`config.mk`:
```
export PLATFORM = sky130hd
export DESIGN_NAME = id_ex_stage
export DESIGN_NICKNAME = d
export VERILOG_FILES = /design/src/rtl/id_ex_stage_pkg.sv /design/src/rtl/id_ex_stage_hazard_detect.sv /design/src/rtl/id_ex_stage.sv
export SDC_FILE = /design/constraint.sdc
export NUM_CORES = 1
export LEC_CHECK = 0
export CAP_MARGIN = 20
export CORE_MARGIN = 3
export CORE_UTILIZATION = 29
export DETAILED_ROUTE_END_ITERATION = 7
export GPL_ROUTABILITY_DRIVEN = 0
export GPL_TIMING_DRIVEN = 0
export HOLD_SLACK_MARGIN = 0.15
export PLACE_DENSITY = 0.71
export SYNTH_ARGS = -nofsm -noshare
export SYNTH_HDL_FRONTEND = slang
export SYNTH_SLANG_ARGS = --single-unit
```
`constraint.sdc`:
```
create_clock -name clk_i -period 4.1 [get_ports clk_i]
set_input_delay 0.82 -clock clk_i [delete_from_list [all_inputs] [get_ports clk_i]]
set_output_delay 0.82 -clock clk_i [all_outputs]
set_load 0.01 [all_outputs]
```
`src/rtl/id_ex_stage_pkg.sv`:
```
// ----------------------------------------------------------------------------
// id_ex_stage_pkg
// Shared definitions for the ID/EX pipeline register:
//   - bit positions inside the 8-bit decoded control word
//   - ALU operation-class encodings
//   - helper that builds the all-zero bubble control word
// ----------------------------------------------------------------------------
package id_ex_stage_pkg;

    localparam int CTRL_W = 8;

    // Control word layout: {reg_write,mem_read,mem_write,mem_to_reg,alu_src,branch,alu_op[1:0]}
    localparam int CTRL_REG_WRITE  = 7;
    localparam int CTRL_MEM_READ   = 6;
    localparam int CTRL_MEM_WRITE  = 5;
    localparam int CTRL_MEM_TO_REG = 4;
    localparam int CTRL_ALU_SRC    = 3;
    localparam int CTRL_BRANCH     = 2;
    localparam int CTRL_ALU_OP_HI  = 1;
    localparam int CTRL_ALU_OP_LO  = 0;

    typedef enum logic [1:0] {
        ALU_OP_ADD   = 2'b00,   // loads/stores: address add
        ALU_OP_SUB   = 2'b01,   // branches: compare via subtract
        ALU_OP_FUNCT = 2'b10    // R/I-type: decoded from funct3/funct7
    } alu_op_e;

    // A bubble carries no side effects: every control bit is cleared.
    function automatic logic [CTRL_W-1:0] bubble_ctrl();
        return '0;
    endfunction

endpackage

```
`src/rtl/id_ex_stage_hazard_detect.sv`:
```
// ----------------------------------------------------------------------------
// hazard_detect
// Combinational load-use detector. Flags when the instruction now in EX is a
// load writing a non-x0 register that the valid instruction in ID reads.
// Ports:
//   ex_valid_i, ex_mem_read_i, ex_rd_addr_i   - state of the EX-stage instruction
//   id_valid_i, id_rs1_addr_i, id_rs2_addr_i  - sources of the ID-stage instruction
//   haz_o                                     - load-use hazard present
// ----------------------------------------------------------------------------
module hazard_detect #(
    parameter int REG_AW = 5
) (
    input  logic              ex_valid_i,
    input  logic              ex_mem_read_i,
    input  logic [REG_AW-1:0] ex_rd_addr_i,
    input  logic              id_valid_i,
    input  logic [REG_AW-1:0] id_rs1_addr_i,
    input  logic [REG_AW-1:0] id_rs2_addr_i,
    output logic              haz_o
);

    logic rd_nonzero;
    logic src_match;

    // x0 is hardwired to zero, so a load targeting it never creates a dependency.
    assign rd_nonzero = (ex_rd_addr_i != '0);
    assign src_match  = (ex_rd_addr_i == id_rs1_addr_i) || (ex_rd_addr_i == id_rs2_addr_i);
    assign haz_o      = ex_valid_i & ex_mem_read_i & rd_nonzero & id_valid_i & src_match;

endmodule

```
`src/rtl/id_ex_stage.sv`:
```
// ----------------------------------------------------------------------------
// id_ex_stage
// ID/EX pipeline register with load-use hazard detection for the 5-stage
// RV32I core. Captures decoded operands, immediate and control at the end of
// ID; inserts one bubble per load-use hazard and raises stall_o so PC and
// IF/ID hold the dependent instruction for a cycle.
// Ports:
//   clk_i, rst_i (async, active-low)
//   id_*      : decoded instruction fields from ID
//   hold_i    : global freeze, register keeps contents
//   flush_i   : squash ID instruction (branch taken in EX)
//   ex_*      : registered copies presented to EX
//   stall_o   : load-use hazard, freeze PC and IF/ID this cycle
//   bubble_cnt_o : saturating count of inserted bubbles
// Edge priority: flush > hold > hazard > load.
// ----------------------------------------------------------------------------
module id_ex_stage
    import id_ex_stage_pkg::*;
#(
    parameter int DATA_W = 32,
    parameter int REG_AW = 5,
    parameter int CNT_W  = 16
) (
    input  logic              clk_i,
    input  logic              rst_i,
    input  logic              id_valid_i,
    input  logic [DATA_W-1:0] id_pc_i,
    input  logic [DATA_W-1:0] id_rs1_data_i,
    input  logic [DATA_W-1:0] id_rs2_data_i,
    input  logic [DATA_W-1:0] id_imm_i,
    input  logic [REG_AW-1:0] id_rs1_addr_i,
    input  logic [REG_AW-1:0] id_rs2_addr_i,
    input  logic [REG_AW-1:0] id_rd_addr_i,
    input  logic [CTRL_W-1:0] id_ctrl_i,
    input  logic              hold_i,
    input  logic              flush_i,
    output logic              ex_valid_o,
    output logic [DATA_W-1:0] ex_pc_o,
    output logic [DATA_W-1:0] ex_rs1_data_o,
    output logic [DATA_W-1:0] ex_rs2_data_o,
    output logic [DATA_W-1:0] ex_imm_o,
    output logic [REG_AW-1:0] ex_rs1_addr_o,
    output logic [REG_AW-1:0] ex_rs2_addr_o,
    output logic [REG_AW-1:0] ex_rd_addr_o,
    output logic              ex_reg_write_o,
    output logic              ex_mem_read_o,
    output logic              ex_mem_write_o,
    output logic              ex_mem_to_reg_o,
    output logic              ex_alu_src_o,
    output logic              ex_branch_o,
    output logic [1:0]        ex_alu_op_o,
    output logic              stall_o,
    output logic [CNT_W-1:0]  bubble_cnt_o
);

    logic [CTRL_W-1:0] ctrl_q;
    logic              haz;
    logic              insert_bubble;

    hazard_detect #(.REG_AW(REG_AW)) u_hazard_detect (
        .ex_valid_i    (ex_valid_o),
        .ex_mem_read_i (ex_mem_read_o),
        .ex_rd_addr_i  (ex_rd_addr_o),
        .id_valid_i    (id_valid_i),
        .id_rs1_addr_i (id_rs1_addr_i),
        .id_rs2_addr_i (id_rs2_addr_i),
        .haz_o         (haz)
    );

    // A flush already discards the ID instruction, so there is nothing to stall for.
    assign stall_o = haz & ~flush_i;

    // Bubble on flush, or on a hazard when not frozen by hold.
    assign insert_bubble = flush_i | (~hold_i & haz);

    always_ff @(posedge clk_i or negedge rst_i) begin
        if (!rst_i) begin
            ex_valid_o    <= 1'b0;
            ex_pc_o       <= '0;
            ex_rs1_data_o <= '0;
            ex_rs2_data_o <= '0;
            ex_imm_o      <= '0;
            ex_rs1_addr_o <= '0;
            ex_rs2_addr_o <= '0;
            ex_rd_addr_o  <= '0;
            ctrl_q        <= '0;
        end else if (insert_bubble) begin
            ex_valid_o    <= 1'b0;
            ex_pc_o       <= '0;
            ex_rs1_data_o <= '0;
            ex_rs2_data_o <= '0;
            ex_imm_o      <= '0;
            ex_rs1_addr_o <= '0;
            ex_rs2_addr_o <= '0;
            ex_rd_addr_o  <= '0;
            ctrl_q        <= bubble_ctrl();
        end else if (!hold_i) begin
            ex_valid_o    <= id_valid_i;
            ex_pc_o       <= id_pc_i;
            ex_rs1_data_o <= id_rs1_data_i;
            ex_rs2_data_o <= id_rs2_data_i;
            ex_imm_o      <= id_imm_i;
            ex_rs1_addr_o <= id_rs1_addr_i;
            ex_rs2_addr_o <= id_rs2_addr_i;
            ex_rd_addr_o  <= id_rd_addr_i;
            ctrl_q        <= id_ctrl_i;
        end
    end

    always_ff @(posedge clk_i or negedge rst_i) begin
        if (!rst_i)
            bubble_cnt_o <= '0;
        else if (insert_bubble && (bubble_cnt_o != '1))
            bubble_cnt_o <= bubble_cnt_o + 1'b1;
    end

    assign ex_reg_write_o  = ctrl_q[CTRL_REG_WRITE];
    assign ex_mem_read_o   = ctrl_q[CTRL_MEM_READ];
    assign ex_mem_write_o  = ctrl_q[CTRL_MEM_WRITE];
    assign ex_mem_to_reg_o = ctrl_q[CTRL_MEM_TO_REG];
    assign ex_alu_src_o    = ctrl_q[CTRL_ALU_SRC];
    assign ex_branch_o     = ctrl_q[CTRL_BRANCH];
    assign ex_alu_op_o     = ctrl_q[CTRL_ALU_OP_HI:CTRL_ALU_OP_LO];

endmodule

```
==> summary.md <==
| Metric | Value |
|---|---|
| Sum of internal, switching and leakage power | `4348 uW` |
| Fin crit share | `between 80% and 90%` |
| IO Pins | `roughly 330` |
| Required time of the critical path | `3.28 ns` |
| Area growth syn-to-layout | `60.25%` |
| Clock tree from TritonCTS | `yes` |
| Synth cell types | `26` |
| # setup viols final | `0` |
| First-pass GRT wire length | `32310 um` |
| Detailed Routing Iterations Pass 1 | `4` |
| Relative slew slack | `46.30%` |
| Height of the chip | `162.2 um` |
| Net Count, Synth | `738` |
| Pint | `between 3000 and 4000 uW` |
| Clk Latency, worst-skew pair | `0.42 ns` |
| Fill cell count | `2184` |
| Layout Skew | `0.01766 ns` |
| Max-slew violations | `0` |
| Horizontal extent of the die | `between 150 and 200 um` |
| Fraction of power consumed by combinational cells | `between 10% and 20%` |
| Via count | `5482` |
| Flip-flop cell with the highest count after synthesis | `sky130_fd_sc_hd__dfrtp_1` |
| Maximum root-to-sink buffer count | `2` |
| Kind of path behind the tightest hold check | `input pin to async pin` |
| Synth Cell Area | `7076 um2` |
| Slew at the pin closest to its max-slew limit | `slightly above 0.8 ns` |
| Count of cells along the worst register-to-register path | `7` |
| Initial standard-cell utilization of the core | `29.79%` |
| Unrepaired setup endpoints after global routing | `no` |
| CTS H-tree lvls | `4` |
| Placement row count | `56` |
| Average via count per standard cell | `about 4.4` |
| Proportion of synthesized chip area in sequential cells | `59.42%` |
| I/O Buffers | `about 320` |
| Most used standard cells in the synthesized netlist | `sky130_fd_sc_hd__dfrtp_1, sky130_fd_sc_hd__nor2_1, sky130_fd_sc_hd__mux2i_1, sky130_fd_sc_hd__buf_6, sky130_fd_sc_hd__clkbuf_1` |
| CP endpoint kind | `primary output` |
| Static leakage | `between 0.005 and 0.006 uW` |
| Biggest area consumer among synthesized cells | `sky130_fd_sc_hd__dfrtp_1` |
| Power per standard cell area | `approximately 380 nW/um2` |
| Run status | `finished clean` |
| Max-cap violations | `0` |
| Clock Root Buffer | `sky130_fd_sc_hd__clkbuf_16` |
| Worst Path Max Fanout | `2` |
| Worst setup path endpoint | `stall_o` |
| List of cells traversed by the critical path | `clkdlybuf4s50_1 > xor2_1 > nor3_1 > a22oi_1 > nor3_1 > clkdlybuf4s50_1` |
| Count of cells resized by post-cts repair | `0` |
| Number of DRC markers after the initial detailed-route iteration | `194` |
| Register-to-register setup slack | `~1.9 ns` |
| Number of synthesized flops with an enable pin | `0` |
| Most common cell in the synthesized netlist | `sky130_fd_sc_hd__dfrtp_1` |
| F_max | `279.7 MHz` |
| Area inside the core boundary | `approximately 24000 um2` |
| Total Wirelength | `20860 um` |
| Maximum number of pins on one net before global-route repair | `102` |
| Total Neg Setup Slack | `0 ns` |
| Sequential power share | `43.0%` |
| CTS clk-pin slew, worst paths | `0.07 ns` |
| Initial antenna violation count | `0` |
| Post-layout net count | `around 1100` |
| Startpoint of the worst setup timing path | `id_rs1_addr_i[2]` |
| Antenna violation net count after detailed routing | `0` |
| Kind of start point of the critical path | `input pin` |
| Maximum ir drop on the vdd rail | `212.3 uV` |
| TritonCTS Buffers | `17` |
| Ys async rst share | `100.0%` |
| Number of synthesis warnings | `0` |
| Placed wire-length estimate after detailed placement | `15430 um` |
| Type of the setup path with the least slack | `input pin to primary output` |
| Switching power as a share of total power | `about a quarter` |
| Clock network power share | `38.5%` |
| Crit path arrival time | `2.76 ns` |
| Number of setup buffers added after CTS | `0` |
| Number of hold violations in the final report | `0` |
| Max incr delay on CP | `0.61 ns` |
| Share of final-layout standard cells stronger than drive strength 1 | `5.882%` |
| Count of hold buffers inserted by post-cts repair | `0` |
| Endpoint of the most critical register-to-register path | `bubble_cnt_o[6]` |
| DRC violation count after routing | `0` |
| Leading post-synthesis cells by cell area | `sky130_fd_sc_hd__dfrtp_1, sky130_fd_sc_hd__mux2i_1, sky130_fd_sc_hd__nor2_1, sky130_fd_sc_hd__buf_6, sky130_fd_sc_hd__xnor2_1` |
| Detailed-route wire length per cell | `16.63 um` |
| Cell with the largest stage delay on the worst path | `sky130_fd_sc_hd__clkdlybuf4s50_1` |
| Full die area | `26310 um2` |
| Mean instance size in the synthesized netlist | `around 12 um2` |
| Clk sink count | `roughly 170` |
| Power dissipated by switching net loads | `1133 uW` |
| Post-Route Utilization | `between 40% and 50%` |
| Total grt overflow | `0` |
| Number of antenna diodes | `0` |
| Yosys top cell area share | `59.42%` |
| Vias in the first global route | `5670` |
| Final period demand of the worst path | `3.575 ns` |
| Register bit count reported by yosys | `168` |
| Gr usage total | `15.66%` |
| Source of the worst register-to-register timing path | `ex_rd_addr_o[0]` |
| Cells after Synth | `581` |
power by group through the flow:
stage | registers [uW] | logic [uW] | clock network, uW
final | 1870 | 804 | 1680
after detailed placement | 1900 | 817 | 0
after floorplan | 1940 | 260 | 0
after CTS | 1870 | 822 | 1740
after global routing | 1890 | 874 | 1790
after global placement | 1900 | 806 | 0
stage by stage:
stage               worst slack (ns)  hold WS [ns]  cell area [um2]  std cells
global route                  0.4280        0.3518            11340       1254
detailed placement            0.5116        0.4944            10740       1224
finish                        0.5249        0.3182            11340       1254
global placement              -5.131        0.4845            10710       1223
CTS                           0.4935        0.3451            11340       1254
floorplan                      1.694        0.5244             7076        581
cell type report:
type / instances / area (um2) / share of cell area (%)
well taps: 319 / 399.1 / 3.520
inverters: 2 / 7.507 / 0.06621
repair buffers: 324 / 3266 / 28.80
clock inverters: 12 / 168.9 / 1.490
multi-input cells: 376 / 2599 / 22.92
plain buffers: 35 / 265.3 / 2.339
clock buffers: 18 / 429.2 / 3.785
flip-flops and latches: 168 / 4204 / 37.08
critical path, delay by kind of cell:
family                    cells  cell delay [ns]
AOI/OAI and AO/OA             1             0.21
xor gates and xnor gates      1             0.15
buffers and inverters         2             1.05
and+or+nand+nor               2             0.52
routing by layer:
metal  up-vias  part of all wire (%)  track usage (%)
met1      2601                    42            19.29
li1       2637                     -                -
met5         -                     0                0
met4         0                   1.4            4.498
met3        17                   9.0            5.866
met2       227                    48            25.79
worst min-delay path by stage:
stage / start / end / cells past startpoint
finish: rst_i / ex_rs1_data_o[31] / 1
global route: rst_i / ctrl_q[0] / 1
CTS: rst_i / ex_rs1_data_o[31] / 1
detailed placement: bubble_cnt_o[15] / bubble_cnt_o[15] / 1
global placement: bubble_cnt_o[15] / bubble_cnt_o[15] / 1
floorplan: rst_i / bubble_cnt_o[0] / 0
logic make-up (layout without fill, tap and decap cells):
kind of cell	Yosys count	after routing	share of synthesized area, %
simple gates	191	191	10.91
fa+ha+maj	1	1	0.1768
xor+xnor	23	23	2.847
buf+inv	37	391	3.855
compound gates	7	7	0.9726
mux	154	154	21.82
flops	168	168	59.42
registers in the layout, indices dropped and copies added, names as in the netlist:
| name | count |
|---|---|
| ex_pc_o | 32 |
| ex_rs2_addr_o | 5 |
| ex_imm_o | 32 |
| ex_rd_addr_o | 5 |
| ex_rs1_addr_o | 5 |
| ex_rs1_data_o | 32 |
| ctrl_q | 8 |
| ex_rs2_data_o | 32 |
| ex_valid_o | 1 |
| bubble_cnt_o | 16 |
placed cells by master, fill, tap and decap left out, types with 2 or more instances in the layout:
cell and count:
sky130_fd_sc_hd__bufinv_16 3, sky130_fd_sc_hd__nand4_1 7, sky130_fd_sc_hd__mux2_2 2, sky130_fd_sc_hd__nand2_1 8, sky130_fd_sc_hd__xor2_1 10, sky130_fd_sc_hd__nor2b_1 2, sky130_fd_sc_hd__buf_6 17, sky130_fd_sc_hd__xnor2_1 13
sky130_fd_sc_hd__buf_2 2, sky130_fd_sc_hd__dfrtp_1 168, sky130_fd_sc_hd__clkbuf_16 17, sky130_fd_sc_hd__nor3_1 4, sky130_fd_sc_hd__inv_6 2, sky130_fd_sc_hd__clkinvlp_4 4, sky130_fd_sc_hd__nand3_1 7, sky130_fd_sc_hd__inv_8 2
sky130_fd_sc_hd__and3_1 4, sky130_fd_sc_hd__inv_1 2, sky130_fd_sc_hd__mux2i_1 152, sky130_fd_sc_hd__a21oi_1 2, sky130_fd_sc_hd__nor2_1 157, sky130_fd_sc_hd__clkdlybuf4s50_1 322, sky130_fd_sc_hd__clkbuf_1 16
(Power assumes the default switching activity.)
